===== config.mk =====
export PLATFORM = sky130hd
export DESIGN_NAME = vga_pixel_fetch
export DESIGN_NICKNAME = d
export VERILOG_FILES = /design/src/rtl/vga_pixel_fetch.sv
export SDC_FILE = /design/constraint.sdc
export NUM_CORES = 1
export LEC_CHECK = 0
export ABC_AREA = 1
export ABC_CLOCK_PERIOD_IN_PS = 1000
export BUFFER_PORTS_ARGS = -buffer_cell sky130_fd_sc_hd__buf_2
export CAP_MARGIN = 20
export CORE_UTILIZATION = 40
export DETAILED_ROUTE_END_ITERATION = 10
export HOLD_SLACK_MARGIN = 0.08
export PLACE_DENSITY = 0.67
export SYNTH_ARGS = -nofsm -noshare
export SYNTH_HDL_FRONTEND = slang
export SYNTH_SLANG_ARGS = --single-unit

===== constraint.sdc =====
create_clock -name CLK_100MHz -period 1 [get_ports CLK_100MHz]
set_clock_uncertainty 0.05 [all_clocks]
set_input_delay 0.05 -clock CLK_100MHz [delete_from_list [all_inputs] [get_ports CLK_100MHz]]
set_output_delay 0.05 -clock CLK_100MHz [all_outputs]
set_load 0.02 [all_outputs]

===== src/rtl/vga_pixel_fetch.sv =====
// Pixel fetch stage after the VGA sync generator: 2x-upscaled frame-buffer read, palette, sync delay
// and front/back buffer swap handshake. Define VGA_PIXEL_FETCH_TEST_PATTERN_EN for a colour-checker pattern.
module vga_pixel_fetch #(
    parameter int FB_W     = 320,
    parameter int FB_H     = 240,
    parameter int ADDR_W   = 17,
    parameter int ITER_W   = 8,
    parameter int MAX_ITER = 255,
    parameter int RD_LAT   = 1
) (
    input  logic              CLK_100MHz,
    input  logic              reset_n,
    input  logic [9:0]        pixel_x,
    input  logic [9:0]        pixel_y,
    input  logic              video_on,
    input  logic              hsync_in,
    input  logic              vsync_in,
    output logic              rd_en,
    output logic [ADDR_W:0]   rd_addr,
    input  logic [ITER_W-1:0] rd_data,
    input  logic              swap_req,
    output logic              swap_ack,
    output logic              back_sel,
    output logic [11:0]       rgb,
    output logic              hsync_out,
    output logic              vsync_out
);

    localparam logic [1:0] ST_IDLE  = 2'd0;
    localparam logic [1:0] ST_ARMED = 2'd1;
    localparam logic [1:0] ST_DONE  = 2'd2;

    logic [8:0]        x_half_s;
    logic [8:0]        y_half_s;
    logic [ADDR_W-1:0] row_base_s;
    logic [ADDR_W-1:0] cell_s;
    logic              von_r;
    logic              hs_r;
    logic              vs_r;
    logic              vs_prev_r;
    logic              boundary_s;
    logic [RD_LAT-1:0] von_dly_r;
    logic [RD_LAT-1:0] hs_dly_r;
    logic [RD_LAT-1:0] vs_dly_r;
    logic              front_sel_r;
    logic [1:0]        state_r;
    logic [1:0]        state_nxt_s;
    logic              swap_s;
    logic [ITER_W-1:0] cnt_s;
    logic [11:0]       rgb_nxt_s;
    logic              unused_s;

    assign x_half_s   = pixel_x[9:1];
    assign y_half_s   = pixel_y[9:1];
    assign boundary_s = vs_r & ~vs_prev_r;
    assign back_sel   = ~front_sel_r;

    // Row base = y_half * FB_W as a sum of constant shifts (one term per set bit of FB_W)
    always_comb begin
        row_base_s = '0;
        for (int i = 0; i < ADDR_W; i++) begin
            if (FB_W[i]) begin
                row_base_s = row_base_s + (ADDR_W'(y_half_s) << i);
            end else begin
                row_base_s = row_base_s;
            end
        end
        cell_s = row_base_s + ADDR_W'(x_half_s);
    end

    // Stage 0 capture, BRAM request and sync/active delay line matching the BRAM latency
    always_ff @(posedge CLK_100MHz or negedge reset_n) begin
        if (!reset_n) begin
            von_r     <= 1'b0;
            hs_r      <= 1'b0;
            vs_r      <= 1'b0;
            vs_prev_r <= 1'b0;
            rd_en     <= 1'b0;
            rd_addr   <= '0;
            von_dly_r <= '0;
            hs_dly_r  <= '0;
            vs_dly_r  <= '0;
        end else begin
            von_r     <= video_on;
            hs_r      <= hsync_in;
            vs_r      <= vsync_in;
            vs_prev_r <= vs_r;
            rd_en     <= video_on;
            if (video_on) begin
                rd_addr <= {front_sel_r, cell_s};
            end
            von_dly_r[0] <= von_r;
            hs_dly_r[0]  <= hs_r;
            vs_dly_r[0]  <= vs_r;
            for (int i = 1; i < RD_LAT; i++) begin
                von_dly_r[i] <= von_dly_r[i-1];
                hs_dly_r[i]  <= hs_dly_r[i-1];
                vs_dly_r[i]  <= vs_dly_r[i-1];
            end
        end
    end

`ifdef VGA_PIXEL_FETCH_TEST_PATTERN_EN
    logic [ITER_W-1:0] tp_r;
    logic [ITER_W-1:0] tp_dly_r [RD_LAT];

    // Checker count rides the same delay line as video_on so latency is unchanged
    always_ff @(posedge CLK_100MHz or negedge reset_n) begin
        if (!reset_n) begin
            tp_r <= '0;
            for (int i = 0; i < RD_LAT; i++) begin
                tp_dly_r[i] <= '0;
            end
        end else begin
            tp_r        <= ITER_W'({pixel_x[7:4], pixel_y[7:4]});
            tp_dly_r[0] <= tp_r;
            for (int i = 1; i < RD_LAT; i++) begin
                tp_dly_r[i] <= tp_dly_r[i-1];
            end
        end
    end

    assign cnt_s    = tp_dly_r[RD_LAT-1];
    assign unused_s = ^{pixel_x[0], pixel_y[0], rd_data, (FB_H != 0)};
`else
    assign cnt_s    = rd_data;
    assign unused_s = ^{pixel_x[0], pixel_y[0], (FB_H != 0)};
`endif

    // Palette: blank outside the active area, black for points inside the set
    always_comb begin
        rgb_nxt_s = 12'h000;
        if (!von_dly_r[RD_LAT-1]) begin
            rgb_nxt_s = 12'h000;
        end else if (cnt_s == ITER_W'(MAX_ITER)) begin
            rgb_nxt_s = 12'h000;
        end else begin
            rgb_nxt_s = {cnt_s[3:0], cnt_s[5:2], cnt_s[7:4]};
        end
    end

    // Output register stage
    always_ff @(posedge CLK_100MHz or negedge reset_n) begin
        if (!reset_n) begin
            rgb       <= 12'h000;
            hsync_out <= 1'b0;
            vsync_out <= 1'b0;
        end else begin
            rgb       <= rgb_nxt_s;
            hsync_out <= hs_dly_r[RD_LAT-1];
            vsync_out <= vs_dly_r[RD_LAT-1];
        end
    end

    // Swap FSM next state: a request armed before a frame boundary swaps once at that boundary
    always_comb begin
        state_nxt_s = state_r;
        swap_s      = 1'b0;
        case (state_r)
            ST_IDLE: begin
                if (swap_req) state_nxt_s = ST_ARMED;
                else          state_nxt_s = ST_IDLE;
            end
            ST_ARMED: begin
                if (boundary_s) begin
                    state_nxt_s = ST_DONE;
                    swap_s      = 1'b1;
                end else if (!swap_req) begin
                    state_nxt_s = ST_IDLE;
                end else begin
                    state_nxt_s = ST_ARMED;
                end
            end
            ST_DONE: begin
                if (!swap_req) state_nxt_s = ST_IDLE;
                else           state_nxt_s = ST_DONE;
            end
            default: state_nxt_s = ST_IDLE;
        endcase
    end

    // Swap FSM state, front buffer select and acknowledge pulse
    always_ff @(posedge CLK_100MHz or negedge reset_n) begin
        if (!reset_n) begin
            state_r     <= ST_IDLE;
            front_sel_r <= 1'b0;
            swap_ack    <= 1'b0;
        end else begin
            state_r  <= state_nxt_s;
            swap_ack <= swap_s;
            if (swap_s) begin
                front_sel_r <= ~front_sel_r;
            end
        end
    end

endmodule

Yosys cells after proc, flatten, opt, wreduce, memory -nomap -nowiden
Index checks and enable logic that the tools add are counted.
Widths: inputs -> output; s select.
{"block": "op_classes", "reduce_logical": 1, "n_addsub": 2, "bitwise_logic": 3, "n_eq_ne": 3, "n_mux": 8}
{"op": "$mux 12", "n": 2}
{"op": "$add 15x17->17", "n": 1}
{"op": "$add 17x9->17", "n": 1}
{"op": "$eq 8x8->1 const B", "n": 1}
{"op": "$pmux 2 s3", "n": 1}
{"op": "$mux 2", "n": 2}
{"op": "$mux 1", "n": 3}
{"op": "$eq 2x1->1 const B", "n": 1}
{"op": "$eq 2x2->1 const B", "n": 1}
{"op": "$logic_not 2->1", "n": 1}
{"op": "$not 1->1", "n": 2}
{"op": "$and 1x1->1", "n": 1}
{"block": "totals", "regBits": 42, "out_inout_bits": 35}

Longest topological paths before layout
{"block": "depth", "word_depth": 4, "mapped_depth": 13, "depth_no_buf": 13}

Worst setup path after synthesis
No wires, ideal clock.
{"block": "synth_timing", "path_kind": "input -> register", "from": "input port pixel_x[9]", "to": "register rd_addr[15]", "required_ns": 0.833, "arrival_ns": 1.541, "cell_stages": 9, "setup_ns": 0.117, "setup_slack_ns": -0.708, "cell_sequence": "inv_1 > fa_1 > fa_1 > o21ai_2 > nand2_1 > nand2_1 > nand2_1 > nand3_1 > nand2_1"}
{"block": "synth_via", "elab_chain_len": 1}
{"item": "start, declared", "line": "13", "source": "input logic [9:0] pixel_x,"}
{"item": "$add 17x9->17", "line": "68", "source": "cell_s = row_base_s + ADDR_W'(x_half_s);"}
{"item": "end signal, assigned", "line": "90", "source": "rd_addr <= {front_sel_r, cell_s};"}
{"item": "end, declared", "line": "19", "source": "output logic [ADDR_W:0] rd_addr,"}
No other way between the ends.
A chain may end at the register's enable or synchronous reset.

Worst setup path after layout
{"block": "layout_timing", "from": "input port pixel_y[3]", "to": "register rd_addr[11]"}
{"block": "layout_via", "elab_chain_len": 2}
{"item": "start, declared", "line": "14", "source": "input logic [9:0] pixel_y,"}
{"item": "$add 15x17->17", "line": "63", "source": "row_base_s = row_base_s + (ADDR_W'(y_half_s) << i);"}
{"item": "$add 17x9->17", "line": "68"}
No other way between the ends.

==> run summary <==
• finished with violations — result of the run
• DRC, setup timing — violations in the final reports
• 49.7% — share of Yosys cell area claimed by the top area cell type
• 3.17 mm — Detail Placement HPWL
• 0 — # Max-Cap Violations
• 370 — final net count
• 1.60 nW — Leakage
• 28 — unique cell type count in the Yosys netlist
• 70 — number of DRC markers in iteration 0
• 1910 um^2 — area of the mapped netlist
• 0.970 mV — largest voltage drop on the vdd net
• 0 — final slew viol count
• 4470 um^2 — Core ar.
• 24 — count of standard-cell rows
• 4.72 — via density per instance
• 147% — Final period util
• 9.24 um^2 — Avg Synthesized Cell Area
• 2 — number of H-tree branching levels
• 38 — Seq cells post-synth
• 19.0% — global router's overall resource usage
• flop — element type at the critical path end
• 9 — total setup violations reported at the end of the flow
• 5 — cts bufs inserted
• 3 — biggest fanout along the worst timing path
• 1.47 ns — clock period minus final worst setup slack
• 0 — number of warnings issued by yosys
• 77.1% — relative max-transition margin
• 5060 um^2 — die area
• 71.1 um — DIE WIDTH
• 0 — antenna fix cells
• 71.1 um — die height
• 2910 um^2 — Layout Cell Area excl Fill
• 20 — hold-fix buffer count after cts
• 0 — antenna violations before repair
• 0 — remaining number of nets flagged by the antenna check after routing
• clkbuf_8 — clk root buf
• 0.0640 ns — WHS
• 0 — number of enable-type register cells in the synthesized netlist
• 260 — total nets after synthesis
• 17 — pin count of the biggest net entering global routing
• 207 — Cells after Synth
• 0.05 ns — setup slack of the worst register-to-register path
• primary input — element type at the critical path start
• 2 — deepest clock path buffer count
• 7.44 mm — global-route wire length before repair
• 8 — first drt pass iteration count
• 4.33 mm — final wirelength
• 4.58 mW — total power consumption of the routed design
• 66 — IO Port Bufs
• yes — TritonCTS clock tree
• 1740 — number of vias in the routed layout
• dfrtp_1, nand2_1, ha_1 — cells taking the most area after synthesis
• primary input to flop — Critical Setup Path Class
• 0.28 ns — clock insertion delay at the later pin of the skew report
• 0.344 ns — slew of the pin with the lowest slew margin
• 1.58 ns — data arrival time of the critical path
• dfrtp_1 — cell type with the highest aggregate area in the netlist
• yes — RSZ-0062 raised after global routing
• 11.7 um — routed length per instance
• nand2_1 — most frequently used cell type in the post-synthesis netlist
• -0.466 ns — post-route worst setup slack
• 1699 — number of global-route vias before repair
• 100% — proportion of register bits with asynchronous set or reset after synthesis
• 340 — Placed Cells
• 2450 um^2 — cell area after placement
• 38 — number of clock sinks
• primary input to flop — Hold Crit Class
• 0.682 GHz — maximum frequency from static timing analysis
• nand2_1, dfrtp_1, inv_1 — top cells by count, synth
• 49.7% — fraction of the yosys area taken by sequential cells
• 69 — io pins
• 7 — drc violations
• 369 — number of standard cells in the final layout excluding fillers
• dfrtp_1 — Post-synth top flop
• 0 — overall overflow remaining after global route
• 52.0% — Syn-to-layout area delta
• 40.7% — ratio of cells with drive above 1 in the final layout
• 1.12 ns — Required @ worst endpoint
• 42.7% — starting density of the core
• 0.07 ns — clock transition at the register clock pins on the worst setup and hold paths after CTS
• 0 — hold violation count in the final report
• 1580 nW/um^2 — Pwr Density
• 0.764 — gp weighted congestion
## placed cells by master (no fill, tap or decap), drive strengths merged, types with 2 or more instances in the layout
master / netlist / routed
dfrtp: 38 / 38
fa: 2 / 2
nand4: 2 / 2
a21oi: 5 / 5
nand2: 71 / 71
nor2: 10 / 10
o21ai: 6 / 6
buf: 7 / 91
clkbuf: 1 / 6
nand3b: 2 / 2
xnor2: 2 / 2
dlygate4sd3: 0 / 20
nand3: 10 / 10
and3: 8 / 8
inv: 20 / 20
ha: 17 / 17
## report_power, final
group	leakage, nW	switching, mW	internal [mW]
Combinational	1.08	0.811	0.670
Clock	0.0573	0.493	0.797
Sequential	0.465	0.0919	1.72
Total	1.60	1.40	3.19
## flip-flops by register name, indices dropped and copies added (netlist names)
register	cells
hs_dly_r	1
swap_ack	1
vsync_out	1
rd_addr	18
hs_r	1
rgb	8
vs_r	1
von_dly_r	1
state_r	2
front_sel_r	1
von_r	1
vs_dly_r	1
hsync_out	1
## area by class of cell
type	count	area, um^2
timing repair buffer	111	757
multi-input combinational	141	938
sequential	38	951
clock buffer	6	82.6
inverter	20	82.6
fill	369	1570
clock inverter	1	30.0
tap	52	65.1
## worst max-delay path, cell delays in order
cell	delay [ns]
buf_8	0.09
inv_8	0.03
fa_1	0.52
fa_2	0.40
o21ai_4	0.22
buf_6	0.13
xnor2_2	0.09
o21ai_1	0.07
## what timing repair did
| action | 4_1_cts | 5_1_grt |
|---|---|---|
| gates resized for setup | 15 | 12 |
| pin swaps | 9 | 11 |
| buffers inserted | 0 | 2 |
| setup endpoints to repair | 10 | 18 |
| hold endpoints to repair | 58 | 1 |
## through the flow
step | TNS, ns | worst slack, ns | util, %
2_1_floorplan | -4.40 | -0.555 | -
3_3_place_gp | -6.45 | -0.778 | 54.8
3_5_place_dp | -6.69 | -0.804 | 54.8
4_1_cts | -3.11 | -0.421 | 63.7
5_1_grt | -3.97 | -0.506 | 65.0
6_report | -3.55 | -0.466 | 65.0
## metal layers
layer / share of wire, % / vias up / wire length, um / GRT usage [%]
met5: 0 / - / 0 / 0
met4: 0.74 / 0 / 32 / 6.00
met3: 4.5 / 4 / 193 / 4.84
met2: 50 / 44 / 2180 / 33.7
met1: 45 / 812 / 1930 / 22.7
li1: - / 880 / - / -
## cell families after synthesis
group / count (synthesis) / share of synthesized area [%]
DFF: 38 / 49.7
and+or+nand+nor: 105 / 24.6
AOI/OAI and AO/OA: 14 / 4.39
buffers and inverters: 28 / 6.68
adders and majority gates: 19 / 13.2
xor gates and xnor gates: 3 / 1.37
## final timing paths
path / to / start / cells past startpoint
worst max-delay path: rd_addr[11]$_DFFE_PN0P_ / pixel_y[3] / 8
worst min-delay path: rd_addr[6]$_DFFE_PN0P_ / pixel_x[7] / 4
worst max register to register: front_sel_r$_DFFE_PN0P_ / vs_dly_r$_DFF_PN0_ / 3
worst min register to register: hsync_out$_DFF_PN0_ / hs_dly_r$_DFF_PN0_ / 0
max in group asynchronous: rd_addr[7]$_DFFE_PN0P_ / reset_n / 3
min in group asynchronous: rd_addr[8]$_DFFE_PN0P_ / reset_n / 2
(Power assumes the default switching activity.)
